File: config.mk
export PLATFORM = sky130hd
export DESIGN_NAME = ifetch_tag_stage
export DESIGN_NICKNAME = d
export VERILOG_FILES = /design/src/rtl/ifetch_tag_stage.sv
export SDC_FILE = /design/constraint.sdc
export NUM_CORES = 1
export LEC_CHECK = 0
export ABC_AREA = 1
export ABC_CLOCK_PERIOD_IN_PS = 7200
export CAP_MARGIN = 20
export CELL_PAD_IN_SITES_DETAIL_PLACEMENT = 1
export CELL_PAD_IN_SITES_GLOBAL_PLACEMENT = 1
export CORE_MARGIN = 5
export CORE_UTILIZATION = 51
export CTS_CLUSTER_DIAMETER = 40
export DETAILED_ROUTE_END_ITERATION = 6
export DONT_BUFFER_PORTS = 1
export PLACE_DENSITY = 0.85
export SLEW_MARGIN = 10
export SYNTH_ARGS = -nofsm -noshare
export SYNTH_HDL_FRONTEND = slang
export SYNTH_SLANG_ARGS = --single-unit
File: constraint.sdc
create_clock -name clk -period 7.2 [get_ports clk]
set_input_delay 1.8 -clock clk [delete_from_list [all_inputs] [get_ports clk]]
set_output_delay 1.8 -clock clk [all_outputs]
set_load 0.1 [all_outputs]
File: src/rtl/ifetch_tag_stage.sv
// ifetch_tag_stage: per-warp PC/sleep tracking, warp select and icache lookup start.
// Define IFT_FIXED_PRIORITY_EN for lowest-index-wins arbitration instead of round robin.
module ifetch_tag_stage #(
    parameter int NUM_WARP_PER_CORE       = 4,
    parameter int NUM_WARP_PER_CORE_LOG   = 2,
    parameter int ADDR_WIDTH              = 32,
    parameter int L1_CACHE_NUM_SETS_LOG   = 6,
    parameter int L1_CACHE_LINE_BYTES_LOG = 6,
    parameter int IFT_TO_IFD_BUS_WIDTH    = ADDR_WIDTH + NUM_WARP_PER_CORE_LOG
) (
    input  logic                             clk,
    input  logic                             rst_n,
    input  logic [NUM_WARP_PER_CORE-1:0]     warp_en_bitmap,
    input  logic                             ifd_allowin,
    input  logic                             ifd_cache_miss,
    input  logic                             ifd_near_miss,
    input  logic [NUM_WARP_PER_CORE_LOG-1:0] ifd_cache_miss_warp_idx,
    input  logic [NUM_WARP_PER_CORE-1:0]     l2i_to_ift_wake_bitmap,
    input  logic                             wb_rollback_en,
    input  logic [NUM_WARP_PER_CORE_LOG-1:0] wb_rollback_warp_idx,
    input  logic [ADDR_WIDTH-1:0]            wb_rollback_pc,
    output logic                             ift_to_ifd_valid,
    output logic [IFT_TO_IFD_BUS_WIDTH-1:0]  ift_to_ifd_bus,
    output logic                             ift_to_icache_fetch_en,
    output logic [L1_CACHE_NUM_SETS_LOG-1:0] ift_to_icache_fetch_set_idx
);
    localparam int NW = NUM_WARP_PER_CORE;
    localparam int WL = NUM_WARP_PER_CORE_LOG;

    typedef logic [WL-1:0]         widx_t;
    typedef logic [ADDR_WIDTH-1:0] pc_t;

    pc_t                              pc_q [NW];
    pc_t                              pc_d [NW];
    logic [NW-1:0]                    sleep_q, sleep_d;
    logic [NW-1:0]                    miss_oh, nmiss_oh, rb_oh, ready;
    widx_t                            sel;
    pc_t                              sel_pc;
    logic                             issue;
    logic                             valid_q, valid_d;
    logic                             fetch_en_q, fetch_en_d;
    logic [IFT_TO_IFD_BUS_WIDTH-1:0]  bus_q, bus_d;
    logic [L1_CACHE_NUM_SETS_LOG-1:0] set_q, set_d;

    always_comb begin
        miss_oh  = '0;
        nmiss_oh = '0;
        rb_oh    = '0;
        miss_oh[ifd_cache_miss_warp_idx]  = ifd_cache_miss;
        nmiss_oh[ifd_cache_miss_warp_idx] = ifd_near_miss;
        rb_oh[wb_rollback_warp_idx]       = wb_rollback_en;
    end

    // a wake seen this cycle makes the warp eligible immediately
    assign ready = warp_en_bitmap
                 & ~(sleep_q & ~l2i_to_ift_wake_bitmap)
                 & ~miss_oh & ~nmiss_oh & ~rb_oh;
    assign issue = ifd_allowin & (|ready);

`ifdef IFT_FIXED_PRIORITY_EN
    always_comb begin
        sel = '0;
        for (int i = NW - 1; i >= 0; i--) begin
            if (ready[i]) sel = widx_t'(i);
        end
    end
`else
    widx_t rr_q;
    widx_t cand;
    logic  found;

    always_comb begin
        sel   = rr_q;
        cand  = rr_q;
        found = 1'b0;
        for (int i = 0; i < NW; i++) begin
            cand = rr_q + widx_t'(i);
            if (!found && ready[cand]) begin
                sel   = cand;
                found = 1'b1;
            end
        end
    end

    always_ff @(posedge clk or negedge rst_n) begin
        if (!rst_n) begin
            rr_q <= '0;
        end else if (issue) begin
            rr_q <= sel + widx_t'(1);
        end
    end
`endif

    assign sel_pc = pc_q[sel];

    always_comb begin
        for (int w = 0; w < NW; w++) begin
            pc_d[w] = pc_q[w];
            if (rb_oh[w]) begin
                pc_d[w] = wb_rollback_pc;
            end else if (miss_oh[w] | nmiss_oh[w]) begin
                pc_d[w] = pc_q[w] - pc_t'(4);
            end else if (issue && sel == widx_t'(w)) begin
                pc_d[w] = pc_q[w] + pc_t'(4);
            end
        end
        sleep_d = (sleep_q & ~l2i_to_ift_wake_bitmap) | miss_oh;
    end

    always_comb begin
        valid_d    = valid_q;
        fetch_en_d = 1'b0;
        bus_d      = bus_q;
        set_d      = set_q;
        if (ifd_allowin) begin
            valid_d    = issue;
            fetch_en_d = issue;
            bus_d      = {sel_pc, sel};
            set_d      = sel_pc[L1_CACHE_LINE_BYTES_LOG +: L1_CACHE_NUM_SETS_LOG];
        end else if (wb_rollback_en && wb_rollback_warp_idx == bus_q[WL-1:0]) begin
            // a held fetch whose warp is being redirected is stale
            valid_d = 1'b0;
        end
    end

    always_ff @(posedge clk or negedge rst_n) begin
        if (!rst_n) begin
            for (int w = 0; w < NW; w++) pc_q[w] <= '0;
            sleep_q    <= '0;
            valid_q    <= 1'b0;
            fetch_en_q <= 1'b0;
            bus_q      <= '0;
            set_q      <= '0;
        end else begin
            for (int w = 0; w < NW; w++) pc_q[w] <= pc_d[w];
            sleep_q    <= sleep_d;
            valid_q    <= valid_d;
            fetch_en_q <= fetch_en_d;
            bus_q      <= bus_d;
            set_q      <= set_d;
        end
    end

    assign ift_to_ifd_valid            = valid_q;
    assign ift_to_ifd_bus              = bus_q;
    assign ift_to_icache_fetch_en      = fetch_en_q;
    assign ift_to_icache_fetch_set_idx = set_q;

endmodule

==> out/results.ini, run 1 <==
[run_status]
outcome=completed

[synthesis]
synth-simple-area-share_pct=30.1
yosys-top-cells-area=sky130_fd_sc_hd__dfrtp_1, sky130_fd_sc_hd__nand2_1, sky130_fd_sc_hd__ha_1, sky130_fd_sc_hd__o21ai_0, sky130_fd_sc_hd__a21oi_1
synth_fp_nets=2506
ys.warnings.count=0
post_synthesis_register_bit_count=170
synth_cell_types=45
synth-compound-area-share_pct=21.1
synth_adder_area_share_pct=10.3
asyncSetResetFlopFracSynth_pct=100
synth_top_family_by_area=simple AND/OR/NAND/NOR gates
synthXorXnorAreaFrac_pct=2.69
yosysSeqAreaShare_pct=27.8
syn-cell-area_mm2=0.0153
synth_top_cell_by_area=sky130_fd_sc_hd__dfrtp_1
dominant_synthesized_flop_cell=sky130_fd_sc_hd__dfrtp_1
synth_top_area_share_pct=27.8
netlist_instances=2332
postSynthAreaPerCell_um2=6.56
share_of_cell_area_taken_by_muxes_after_synthesis_pct=0
synth-edff-count=0

[floorplan]
die_height_um=183
core_region_mm2=0.0296
initial_utilization_pct=51.6
rows=63
boundaryPins=92
die-width_um=183
dieArea_mm2=0.0335

[sta]
layout_min_cycle_time_ps=5730
final_hold_viol_count=0
slew_viol_final=0
setup_repair_after_global_routing_missed_its_margin=false
max_freq_mhz=175
report.final.setup_viol=0
slew_headroom_pct=29.1
max_slew.worst_pin.slew_ps=1060
fin_skew_ps=14.5
fin_crit_sh_pct=79.5
setup_tns_ps=0
postLayoutSetupSlackWorst_ps=1470

[detailed_routing]
top_layer=met4
antenna_violating_nets_post_route=0
drc=0
post_drt_via_cell_ratio=6.11
wl_um=60000
dr.pass1.iters=5
m1WireLength_um=24400
met2_wirelength_um=28800
drtIter0Drc=1305
detail_route.wl_per_cell_um=22.3
route.vias.total=16500
detailroute.wirelength.met3_um=3850

[placement]
dpl_worst_slack_ps=1070
place_area_mm2=0.0156
place_congestion=0.948
post-dp-hpwl_um=46500
io_buffer_count=0

[grt]
grt_max_degree=171
grt_pass1_wl_um=94900
grt_overflow=0
groute.usage.overall_pct=35.9
first_global_vias=17300
grt_antenna_before_repair=2

[clock_tree]
clk_path_buf_depth=2
cts_made_buffers=17
clock_tree.htree_level_count=4
cts_setup_buffers=0
clock_latency_on_the_worst_skew_pair_ps=450
tritoncts_clock_tree=yes
ctsResizeCount=0
clock_tree.root_cell=sky130_fd_sc_hd__clkbuf_16
clock-sinks=170
worst_setup_hold_path_clk_slew_ps=70
postCtsHoldBufs=0

[worst_setup_path]
timing.critical_path.required_ps=7530
data_arrival_at_the_endpoint_of_the_critical_path_ps=6060
worst_path_dominant_cell_family=simple AND/OR/NAND/NOR gates
crit_path_max_fanout=44
timing_worst_setup_path_type=input port to flip-flop
crit_buf_inv=3
worst_path_max_delay_cell=sky130_fd_sc_hd__clkinv_1
critical-path-max-stage-delay_ps=790
worstSetupEndpointType=flip-flop
timing.critical_path.from_type=input port
critical_path.cell_chain=nor2_1 -> nor2_2 -> buf_4 -> nor2_2 -> nand2_1 -> nand2_1 -> nand3_1 -> nand2_2 -> nand3_1 -> nand2_1 -> nand2_2 -> nand2_2 -> buf_4 -> ha_1 -> nand2_1 -> nand2_2 -> clkinv_1 -> a21oi_1 -> o21ai_0 -> o21a_1

[power_and_ir_drop]
power.static_leakage_nw=8.29
power_per_cell_area_mw_per_mm2=528
power.ir.vdd_worst_uv=457

[layout]
syn2layout_area_growth_pct=5.20
final_layout_size_suffix_gt1_share_pct=4.61
finish.net_count=2464
finish.instance_area_mm2=0.0161
number_of_fillers_in_the_final_layout=4108

[worst_hold_path]
worstHoldPathType=flip-flop to flip-flop

[job]
maxCapViolations=0

==> cells in the mapped netlist (all sizes together) (6+ instances only) <==
cell type / count
nor3: 20
nand2: 631
dfrtp: 170
clkbuf: 46
a31oi: 18
nand4: 18
o21a: 7
buf: 36
xor2: 29
nand3: 162
o21ai: 248
inv: 217
xnor2: 18
o22ai: 8
o21bai: 14
a21o: 25
nor3b: 6
nor2: 234
ha: 120
or2: 21
o211ai: 26
a21oi: 210
a21boi: 12
==> tightest hold or removal path: stages (launching register included) <==
cell and delay, ps:
sky130_fd_sc_hd__dfrtp_1 350, sky130_fd_sc_hd__nand2_1 50, sky130_fd_sc_hd__o21ai_0 60
==> metal layers <==
metal,GRT usage (%),vias up
met2,62.0,453
met3,7.48,157
met1,43.3,8135
li1,-,7725
met5,0,-
met4,15.5,0
==> where the power goes <==
part | switching, mW | internal [mW] | total [mW]
Sequential | 1.28 | 1.40 | 2.68
Combinational | 3.39 | 1.55 | 4.94
Clock | 0.406 | 0.464 | 0.870
==> cell families after synthesis <==
family / Yosys count
adders and majority gates: 124
and+or+nand+nor: 1107
DFF: 170
xor gates and xnor gates: 47
AOI/OAI and AO/OA: 584
buffers and inverters: 300
==> sequential cells by signal (all words and copies together), names as in the netlist <==
name                    flops
ift_to_icache_fetch_en      1
ift_to_ifd_bus             34
ift_to_ifd_valid            1
pc_q                      128
rr_q                        2
sleep_q                     4
==> path summary, 6_finish.rpt <==
kind	slack, ps	start	depth (start not counted)	end
worst max-delay path	1470	ifd_cache_miss	20	pc_q[46]$_DFFE_PN0P_
worst min-delay path	490	pc_q[97]$_DFFE_PN0P_	2	pc_q[97]$_DFFE_PN0P_
worst min register to register	490	pc_q[97]$_DFFE_PN0P_	2	pc_q[97]$_DFFE_PN0P_
worst max register to register	2560	rr_q[0]$_DFFE_PN0P_	18	pc_q[46]$_DFFE_PN0P_
min in group asynchronous	1050	rst_n	0	pc_q[2]$_DFFE_PN0P_
max in group asynchronous	5920	rst_n	0	ift_to_ifd_bus[29]$_DFFE_PN0P_
==> per-stage QoR <==
stage	hold slack [ps]	power (mW)	utilization, %	instances
CTS	496	8.41	54.3	2691
global route	525	9.12	54.3	2691
finish	493	8.49	54.3	2694
global placement	467	7.29	52.5	2661
detailed placement	480	7.49	52.5	2661
floorplan	448	6.05	-	2332
==> layout make-up <==
class	count	area [um^2]	share of cell area [%]
Sequential cell	170	4260	26.5
Multi-Input combinational cell	1862	9830	61.1
Clock buffer	23	478	2.97
Timing Repair Buffer	21	158	0.980
Antenna cell	3	7.51	0.0467
Clock inverter	7	46.3	0.288
Tap cell	390	488	3.03
Inverter	218	818	5.09
==> placed cells by master, fill, tap and decap left out, types with 7 or more instances in the layout <==
master                      count
sky130_fd_sc_hd__o211ai_1      26
sky130_fd_sc_hd__o21ai_1       16
sky130_fd_sc_hd__o21ai_0      232
sky130_fd_sc_hd__nor3_1        20
sky130_fd_sc_hd__a21o_1        25
sky130_fd_sc_hd__a31oi_1       18
sky130_fd_sc_hd__nand3_1      161
sky130_fd_sc_hd__inv_1        209
sky130_fd_sc_hd__o21a_1         7
sky130_fd_sc_hd__inv_2          8
sky130_fd_sc_hd__nand2_2        9
sky130_fd_sc_hd__ha_1         120
sky130_fd_sc_hd__or2_2         21
sky130_fd_sc_hd__nor2_1       224
sky130_fd_sc_hd__xor2_1        29
sky130_fd_sc_hd__xnor2_1       18
sky130_fd_sc_hd__dfrtp_1      164
sky130_fd_sc_hd__nand4_1       18
sky130_fd_sc_hd__a21oi_1      210
sky130_fd_sc_hd__o21bai_1      14
sky130_fd_sc_hd__a21boi_0      11
sky130_fd_sc_hd__o22ai_1        8
sky130_fd_sc_hd__buf_4         21
sky130_fd_sc_hd__nand2_1      622
sky130_fd_sc_hd__clkbuf_16     17
Power figures use the tool's default switching activity.
==> run 2: changes to the inputs <==
--- a/config.mk
+++ b/config.mk
@@ -6,16 +6,16 @@
 export NUM_CORES = 1
 export LEC_CHECK = 0
 export ABC_AREA = 1
-export ABC_CLOCK_PERIOD_IN_PS = 7200
+export ABC_CLOCK_PERIOD_IN_PS = 4920
 export CAP_MARGIN = 20
 export CELL_PAD_IN_SITES_DETAIL_PLACEMENT = 1
 export CELL_PAD_IN_SITES_GLOBAL_PLACEMENT = 1
 export CORE_MARGIN = 5
-export CORE_UTILIZATION = 51
+export CORE_UTILIZATION = 43
 export CTS_CLUSTER_DIAMETER = 40
 export DETAILED_ROUTE_END_ITERATION = 6
 export DONT_BUFFER_PORTS = 1
-export PLACE_DENSITY = 0.85
+export PLACE_DENSITY = 0.76
 export SLEW_MARGIN = 10
 export SYNTH_ARGS = -nofsm -noshare
 export SYNTH_HDL_FRONTEND = slang
==> constraint.sdc (replaced) <==
create_clock -name clk -period 4.92 [get_ports clk]
set_input_delay 1.23 -clock clk [delete_from_list [all_inputs] [get_ports clk]]
set_output_delay 1.23 -clock clk [all_outputs]
set_load 0.1 [all_outputs]
==> run 2 against run 1 <==
Effect of this change:
- via count is 2.8% lower
- routed wire length decreased by 1.2%
- sequential share of layout area shrank 0.30 points
- sequential power grew 46%
==> out/results.ini, run 2 (synthesized netlist as in run 1, its figures left out) <==
[run_status]
outcome=completed

[layout]
syn2layout_area_growth_pct=6.42
final_cell_mix=sky130_fd_sc_hd__nand2_1, sky130_fd_sc_hd__o21ai_0, sky130_fd_sc_hd__nor2_1
number_of_fillers_in_the_final_layout=4717  ; +15%
finish.net_count=2470  ; +0.24%
antenna-diode-count=0  ; -3
final_layout_size_suffix_gt1_share_pct=5.07  ; +0.46 points
registers.top_by_ff_count=pc_q
largest_register_ffs=128  ; unchanged
mostFrequentLayoutCell=sky130_fd_sc_hd__nand2_1
finish.instance_area_mm2=0.0163  ; +1.2%
postLayoutCoreUtil_pct=46.1  ; -8.2 points
fin_cells=2770  ; +2.8%

[floorplan]
core_region_mm2=0.0353  ; +19%
die_height_um=199  ; +8.4%
dieArea_mm2=0.0394  ; +18%
boundaryPins=92  ; unchanged
initial_utilization_pct=43.3  ; -8.3 points
rows=69  ; +9.5%
die-width_um=199  ; +8.4%

[detailed_routing]
antenna_violating_nets_post_route=0  ; unchanged
post_drt_via_cell_ratio=5.78  ; -5.5%
drtIter0Drc=902  ; -31%
route.vias.total=16000  ; -2.8%
detail_route.wl_per_cell_um=21.4  ; -3.9%
wl_um=59300  ; -1.2%
dr.pass1.iters=5  ; unchanged
drc=0  ; unchanged

[sta]
setup_tns_ps=0  ; unchanged
fin_crit_sh_pct=79.4
max_slew.worst_pin.slew_ps=1090  ; +25.4 ps
setup_repair_after_global_routing_missed_its_margin=false
slew_viol_final=0  ; unchanged
max_freq_mhz=256
layout_min_cycle_time_ps=3900
fin_skew_ps=10.7  ; -3.83 ps
report.final.setup_viol=0  ; unchanged
slew_headroom_pct=27.4  ; -1.7 points
final_hold_viol_count=0  ; unchanged

[placement]
place.detailed.instances=2738  ; +2.9%
place_area_mm2=0.0157  ; +1.0%
place_congestion=0.964  ; +1.7%
post-dp-hpwl_um=46800  ; +0.74%
io_buffer_count=0  ; unchanged

[power_and_ir_drop]
power.ir.vdd_worst_uv=444  ; -2.8%
power_per_cell_area_mw_per_mm2=762  ; +44%
power.static_leakage_nw=8.34  ; +0.54%

[clock_tree]
cts_setup_buffers=0  ; unchanged
clock_latency_on_the_worst_skew_pair_ps=460  ; about the same
postCtsHoldBufs=0  ; unchanged
clock_tree.htree_level_count=4  ; unchanged
ctsResizeCount=0  ; unchanged
clock-sinks=170  ; unchanged
cts_made_buffers=17  ; unchanged
tritoncts_clock_tree=yes
clk_path_buf_depth=2  ; unchanged
worst_setup_hold_path_clk_slew_ps=80  ; about the same
clock_tree.root_cell=sky130_fd_sc_hd__clkbuf_16

[job]
maxCapViolations=0  ; unchanged

[worst_hold_path]
worstHoldPathType=input port to asynchronous set/reset pin

[grt]
grt_max_degree=171  ; unchanged
grt_pass1_wl_um=93900  ; -0.98%
groute.usage.overall_pct=30.3  ; -5.6 points
first_global_vias=16800  ; -2.8%
grt_antenna_before_repair=1  ; -1
grt_overflow=0  ; unchanged

[worst_setup_path]
worstSetupEndpointType=flip-flop
timing.critical_path.required_ps=5260  ; -2270 ps
data_arrival_at_the_endpoint_of_the_critical_path_ps=4240  ; -1820 ps
timing.critical_path.from_type=input port
timing_worst_setup_path_type=input port to flip-flop
crit_path_max_fanout=11  ; -75%

==> run 2: changes by cell type in the layout (fill, tap and decap cells not counted) <==
cell / change
sky130_fd_sc_hd__buf_16: +1
sky130_fd_sc_hd__buf_4: +5
sky130_fd_sc_hd__clkbuf_1: -3
sky130_fd_sc_hd__clkbuf_8: -3
sky130_fd_sc_hd__clkinv_2: -3
sky130_fd_sc_hd__clkinvlp_4: +3
sky130_fd_sc_hd__diode_2: -3
sky130_fd_sc_hd__inv_6: +4
sky130_fd_sc_hd__inv_8: +4
sky130_fd_sc_hd__nand2_2: -1
sky130_fd_sc_hd__nand2_4: +1
==> run 2: layer usage <==
metal	share of wire [%]	GRT usage [%]	up-vias
met1	44	39.4	7900
li1	-	-	7728
met3	4.5	3.98	78
met4	2.5	7.88	2
met5	0.022	0	-
met2	49	53.3	297
==> run 2: path summary, 6_finish.rpt <==
check / cells after the start / end / startpoint / slack (ps)
min in group clk: 2 / pc_q[97]$_DFFE_PN0P_ / pc_q[97]$_DFFE_PN0P_ / 500
hold reg to reg: 2 / pc_q[97]$_DFFE_PN0P_ / pc_q[97]$_DFFE_PN0P_ / 500
hold / removal: 0 / pc_q[3]$_DFFE_PN0P_ / rst_n / 460
setup reg to reg: 20 / pc_q[49]$_DFFE_PN0P_ / rr_q[0]$_DFFE_PN0P_ / 1290
max in group asynchronous: 0 / pc_q[126]$_DFFE_PN0P_ / rst_n / 4160
setup / recovery: 15 / pc_q[120]$_DFFE_PN0P_ / ifd_cache_miss_warp_idx[1] / 1020
==> run 2: cell type report <==
| type | count | area, um^2 | area share (%) |
|---|---|---|---|
| flip-flops and latches | 170 | 4260 | 26.2 |
| inverters | 218 | 818 | 5.03 |
| multi-input cells | 1862 | 9840 | 60.4 |
| repair buffers | 27 | 223 | 1.37 |
| clock inverters | 15 | 134 | 0.823 |
| well taps | 461 | 577 | 3.54 |
| clock buffers | 17 | 425 | 2.61 |
==> run 2: worst max-delay path, cell delays in order <==
cell and delay, ps:
sky130_fd_sc_hd__nor2_1 170, sky130_fd_sc_hd__nand2_2 210, sky130_fd_sc_hd__inv_1 370, sky130_fd_sc_hd__ha_1 350, sky130_fd_sc_hd__a21oi_1 140, sky130_fd_sc_hd__o21ai_0 90, sky130_fd_sc_hd__buf_4 160, sky130_fd_sc_hd__a21boi_0 310
sky130_fd_sc_hd__o21ai_0 300, sky130_fd_sc_hd__a21oi_1 460, sky130_fd_sc_hd__o21ai_0 140, sky130_fd_sc_hd__nand2_1 80, sky130_fd_sc_hd__nand3_1 70, sky130_fd_sc_hd__nand2_1 80, sky130_fd_sc_hd__nand2_1 60
==> run 2: report_power, final <==
group	total (mW)	internal (mW)	switching, mW
Combinational	7.13	2.29	4.83
Clock	1.35	0.667	0.685
Sequential	3.92	2.05	1.88
==> run 2: per-stage QoR <==
step	worst slack, ps	hold WS, ps	power (mW)
floorplan	420	448	8.86
global placement	680	468	10.7
detailed placement	631	477	11.0
CTS	1090	452	12.4
global route	777	442	13.4
finish	1020	461	12.4
